### config.mk
export PLATFORM = sky130hd
export DESIGN_NAME = cmd_reply_packer
export DESIGN_NICKNAME = d
export VERILOG_FILES = /design/src/rtl/cmd_reply_packer.sv
export SDC_FILE = /design/constraint.sdc
export NUM_CORES = 2
export LEC_CHECK = 0
export CORE_ASPECT_RATIO = 1.75
export CORE_MARGIN = 2
export CORE_UTILIZATION = 50
export CTS_CLUSTER_SIZE = 8
export DETAILED_ROUTE_END_ITERATION = 8
export PLACE_DENSITY = 0.74
export SYNTH_ARGS = -nofsm -noshare
export SYNTH_HDL_FRONTEND = slang
export SYNTH_SLANG_ARGS = --single-unit
### constraint.sdc
create_clock -name txclk -period 4 [get_ports txclk]
set_input_delay 0.4 -clock txclk [delete_from_list [all_inputs] [get_ports txclk]]
set_output_delay 0.4 -clock txclk [all_outputs]
set_load 0.01 [all_outputs]
### src/rtl/cmd_reply_packer.sv
// Collects 16-bit reply words into a 256-entry buffer, then emits one fixed
// 256-word packet (header, timestamp, payload, zero pad) to the RX FIFO.
module cmd_reply_packer #(
  parameter logic [4:0] CHAN      = 5'h1F,
  parameter int         MAX_WORDS = 252
) (
  input  logic        txclk,
  input  logic        reset,
  input  logic [31:0] timestamp_clock,
  input  logic        rx_WR,
  input  logic [15:0] rx_databus,
  input  logic        rx_WR_done,
  output logic        rx_WR_enabled,
  input  logic        have_space,
  output logic        wrreq,
  output logic [15:0] wrdata,
  output logic        overflow
);

  localparam logic [8:0] MAXW    = 9'(MAX_WORDS);
  localparam logic [8:0] BODY_M1 = 9'd251;  // last body index: 256 words minus 4 header words

  typedef enum logic [2:0] {ACCUM, WAIT_SPACE, HDR0, HDR1, TS0, TS1, PAYLOAD, PAD} state_t;

  state_t      state_q, state_d;
  logic [8:0]  cnt_q, cnt_d;
  logic [8:0]  rd_idx_q, rd_idx_d;
  logic [31:0] ts_q, ts_d;
  logic        wrreq_q, wrreq_d;
  logic [15:0] wrdata_q, wrdata_d;
  logic        overflow_q, overflow_d;

  logic [15:0] mem [256];
  logic        accept;
  logic        mem_we;
  logic [31:0] header;

  assign header = {3'b000, 1'b1, 1'b1, 6'b0, CHAN, 7'b0, cnt_q[7:0], 1'b0};

  always_ff @(posedge txclk) begin
    if (mem_we) mem[cnt_q[7:0]] <= rx_databus;
  end

  always_comb begin
    state_d    = state_q;
    cnt_d      = cnt_q;
    rd_idx_d   = rd_idx_q;
    ts_d       = ts_q;
    wrreq_d    = 1'b0;
    wrdata_d   = 16'h0000;
    accept     = (state_q == ACCUM) && (cnt_q < MAXW);
    mem_we     = rx_WR && accept;
    overflow_d = overflow_q | (rx_WR & ~accept);

    case (state_q)
      ACCUM: begin
        if (mem_we) cnt_d = cnt_q + 9'd1;
        // Size threshold uses the pre-write count so the second word of a
        // pair started at MAX_WORDS-2 still lands before the flush.
        if ((cnt_q >= MAXW - 9'd1) || (rx_WR_done && cnt_d != 9'd0)) begin
          state_d = WAIT_SPACE;
          ts_d    = timestamp_clock;
        end
      end
      WAIT_SPACE: if (have_space) state_d = HDR0;
      HDR0: begin
        wrreq_d  = 1'b1;
        wrdata_d = header[15:0];
        state_d  = HDR1;
      end
      HDR1: begin
        wrreq_d  = 1'b1;
        wrdata_d = header[31:16];
        state_d  = TS0;
      end
      TS0: begin
        wrreq_d  = 1'b1;
        wrdata_d = ts_q[15:0];
        state_d  = TS1;
      end
      TS1: begin
        wrreq_d  = 1'b1;
        wrdata_d = ts_q[31:16];
        rd_idx_d = 9'd0;
        state_d  = PAYLOAD;
      end
      PAYLOAD: begin
        wrreq_d  = 1'b1;
        wrdata_d = mem[rd_idx_q[7:0]];
        rd_idx_d = rd_idx_q + 9'd1;
        if (rd_idx_q == cnt_q - 9'd1) begin
          if (rd_idx_q == BODY_M1) begin
            state_d  = ACCUM;
            cnt_d    = 9'd0;
            rd_idx_d = 9'd0;
          end else begin
            state_d = PAD;
          end
        end
      end
      PAD: begin
        wrreq_d  = 1'b1;
        rd_idx_d = rd_idx_q + 9'd1;
        if (rd_idx_q == BODY_M1) begin
          state_d  = ACCUM;
          cnt_d    = 9'd0;
          rd_idx_d = 9'd0;
        end
      end
      default: state_d = ACCUM;
    endcase
  end

  always_ff @(posedge txclk) begin
    if (reset) begin
      state_q    <= ACCUM;
      cnt_q      <= 9'd0;
      rd_idx_q   <= 9'd0;
      ts_q       <= 32'd0;
      wrreq_q    <= 1'b0;
      wrdata_q   <= 16'h0000;
      overflow_q <= 1'b0;
    end else begin
      state_q    <= state_d;
      cnt_q      <= cnt_d;
      rd_idx_q   <= rd_idx_d;
      ts_q       <= ts_d;
      wrreq_q    <= wrreq_d;
      wrdata_q   <= wrdata_d;
      overflow_q <= overflow_d;
    end
  end

  assign rx_WR_enabled = (state_q == ACCUM) && (cnt_q <= MAXW - 9'd2);
  assign wrreq         = wrreq_q;
  assign wrdata        = wrdata_q;
  assign overflow      = overflow_q;

endmodule

==> flow_metrics.tcl <==
set metrics [dict create \
    grt_pass1_wl_mm 710 \
    area_growth_syn_to_layout_pct 18.0 \
    clk-insertion-delay-late_ns 0.99 \
    crit_arrival_ns 4.86 \
    globalplace.congestion 0.996 \
    fin_crit_sh_pct 98.8 \
    power_per_cell_area_nw_per_um2 504 \
    remaining_drc_errors 1 \
    critPathBufInv 2 \
    ys_ff_latch 4175 \
    first_global_vias 90300 \
    r2r_cells 8 \
    dp_hpwl_mm 324 \
    clock_skew_ns 0.0712 \
    ys_seq_area_share_pct 77.4 \
    layout-drive-gt1-share_pct 30.8 \
    startpoint_type "flop" \
    antenna_found_initial 38 \
    cts_tree "done" \
    wl_per_cell_um 39.3 \
    synthArstFlopShare_pct 0 \
    dr.pass1.iters 8 \
    critical_path_class "flop to flop" \
    reg2reg_slack_ns 0.05 \
    path_max_fanout 14 \
    clk_pin_slew_ns 0.05 \
    first_iter_violations 13300 \
    finalHoldViolations 0 \
    avgSynthCellArea_um2 21.7 \
    drv_slew 0 \
    fin_nets 8686 \
    clockBufferDepth 4 \
    fp.dieH_um 754 \
    ys_warn_count 0 \
    peakVddDrop_v 0.000417 \
    ant_nets 0 \
    synthFlopType "edfxtp_1" \
    h-tree-depth 6 \
    slowest_delay_ns 0.76 \
    relSlewSlack_pct 3.42 \
    grt.overflow.total 0 \
    utilization_pct 59.3 \
    cts_sinks 4175 \
    synth.cell_area_um2 161000 \
    core-area_um2 320000 \
    failed_checks "design-rule violations" \
    tns_ns 0 \
    route.vias.total 88200 \
    dieArea_um2 326000 \
    routed_via_density 6.73 \
    initial_utilization_pct 50.2 \
    p_leak_nw 59.4 \
    hp-class "primary input to flop" \
    period_needed_ns 3.95 \
    cp_slowest_cell "nand4_1" \
    crit_cells 8 \
    cp_common_cell "buf_4" \
    die_x_um 433 \
    tightest_slew_ns 1.45 \
    io_pins 72 \
    setup_viol 0 \
    maxCapViolCount 0 \
    port_buffers 71 \
    cts_root_buf "clkbuf_16" \
    synth_edf_count 4096 \
    hold_start "rx_databus[5]" \
    crit_chain "buf_4 > nand4bb_1 > buf_4 > a221oi_1 > nand2_1 > nand4_1 > a311oi_2 > a31o_1" \
    synth.distinct_cells 90 \
    worstPathRequired_ns 4.91 \
    final_cell_mix "edfxtp_1 (4096), mux4_2 (987), buf_4 (784), clkbuf_16 (614), nor2_1 (369)" \
    hold_end "mem[92][5]" \
    outcome "complete, but fails checks" \
    rsz0062_at_grt "no" \
    final_common_cell "edfxtp_1" \
    clock.fmax_mhz 253 \
    rows 275 \
    worstReg2RegEnd "wrdata[15]" \
    grt_start_max_net_pins 114 \
    grt_usage_pct 31.6 \
    syn_inst 7400 \
    cp_top_family "simple AND/OR/NAND/NOR gates" \
    hold_depth 1 \
    routed_wl_mm 515 \
    end_kind "flop" \
    cts_buffers 595 \
]
## synth_stat cells (35+ instances only)
cell type	n	share of area, %
nand3_1	74	0.23
nand2_1	116	0.27
a211oi_1	35	0.16
buf_4	59	0.28
nor2_1	418	0.98
mux2i_1	188	1.2
clkbuf_1	150	0.35
mux4_2	987	14
buf_2	113	0.35
nor4_1	47	0.18
nor3_1	87	0.27
a22oi_1	128	0.60
o21ai_0	69	0.21
o22ai_1	144	0.56
edfxtp_1	4096	76
buf_6	60	0.42
dfxtp_1	79	0.98
a21oi_1	103	0.32
and2_1	36	0.14
## worst max-delay path by stage
stage,startpoint,end
3_3_place_gp,flop,wrdata[3]
2_1_floorplan,state_q[0],mem[191][0]
4_1_cts,flop,wrdata[7]
6_report,flop,wrdata[15]
3_5_place_dp,flop,wrdata[3]
5_1_grt,flop,wrdata[15]
## power breakdown
part | switching [mW] | internal (mW) | leakage, nW
logic | 1.60 | 0.528 | 14.0
registers | 0.0700 | 48.3 | 37.5
clock network | 17.9 | 27.3 | 7.92
total | 19.5 | 76.1 | 59.4
## timing repair
item,in CTS,in global routing
buffers inserted,0,6
pin swaps,0,2
resized for setup,2,4
hold buffers,1,0
endpoints found under the hold margin,37,0
endpoints found under the setup margin,1,8
gates cloned,0,0
## metrics by stage
stage	total power, mW	setup slack, ns	instance area (µm²)	instances	hold slack [ns]
after global placement	51.1	-0.508	173000	12300	0.460
after CTS	95.7	0.0766	190000	13100	0.0222
after detailed placement	51.2	-0.475	173000	12300	0.480
after global routing	97.3	0.138	190000	13100	0.0322
after floorplan	49.8	0.787	161000	7463	0.463
final	95.7	0.0480	190000	13100	0.00702
## logic make-up after synthesis
family,after synthesis,share of synthesized area [%]
compound gates,655,2.81
xor+xnor,14,0.0762
fa+ha+maj,5,0.0389
buf+inv,439,1.72
flops,4175,77.4
mux,1204,15.3
other cells,1,0.00233
simple gates,907,2.64
## final cells by class
type | instances | area [µm²]
antenna | 36 | 90.1
clock buffer | 715 | 15700
clock inverter | 34 | 505
fill | 21500 | 130000
inverter | 12 | 50.0
multi-input combinational | 2849 | 34100
sequential | 4175 | 125000
tap | 4293 | 5370
timing repair buffer | 995 | 9440
## worst register-to-register path, delay by kind of cell, from the launching register on
kind / cells / cell delay (ns)
and+or+nand+nor: 3 / 1.43
AOI/OAI and AO/OA: 3 / 0.96
buffers and inverters: 2 / 0.75
DFF: 1 / 0.75
## registers in the layout, summed over array words and instances, names as in the netlist, named ones only
register and count:
cnt_q 9, mem 4096, overflow 1, rd_idx_q 9, state_q 3, ts_q 32, wrdata 16, wrreq 1
## per-layer routing
layer  up-vias  share of wire [%]  GRT usage, %
li1      33500                  -             -
met1     45300                 29          34.2
met2      7295                 48          49.9
met3      2026                 11          7.05
met4        16                 13          32.4
met5         -              0.022             0
No activity file was read; power rests on OpenSTA's default activity.
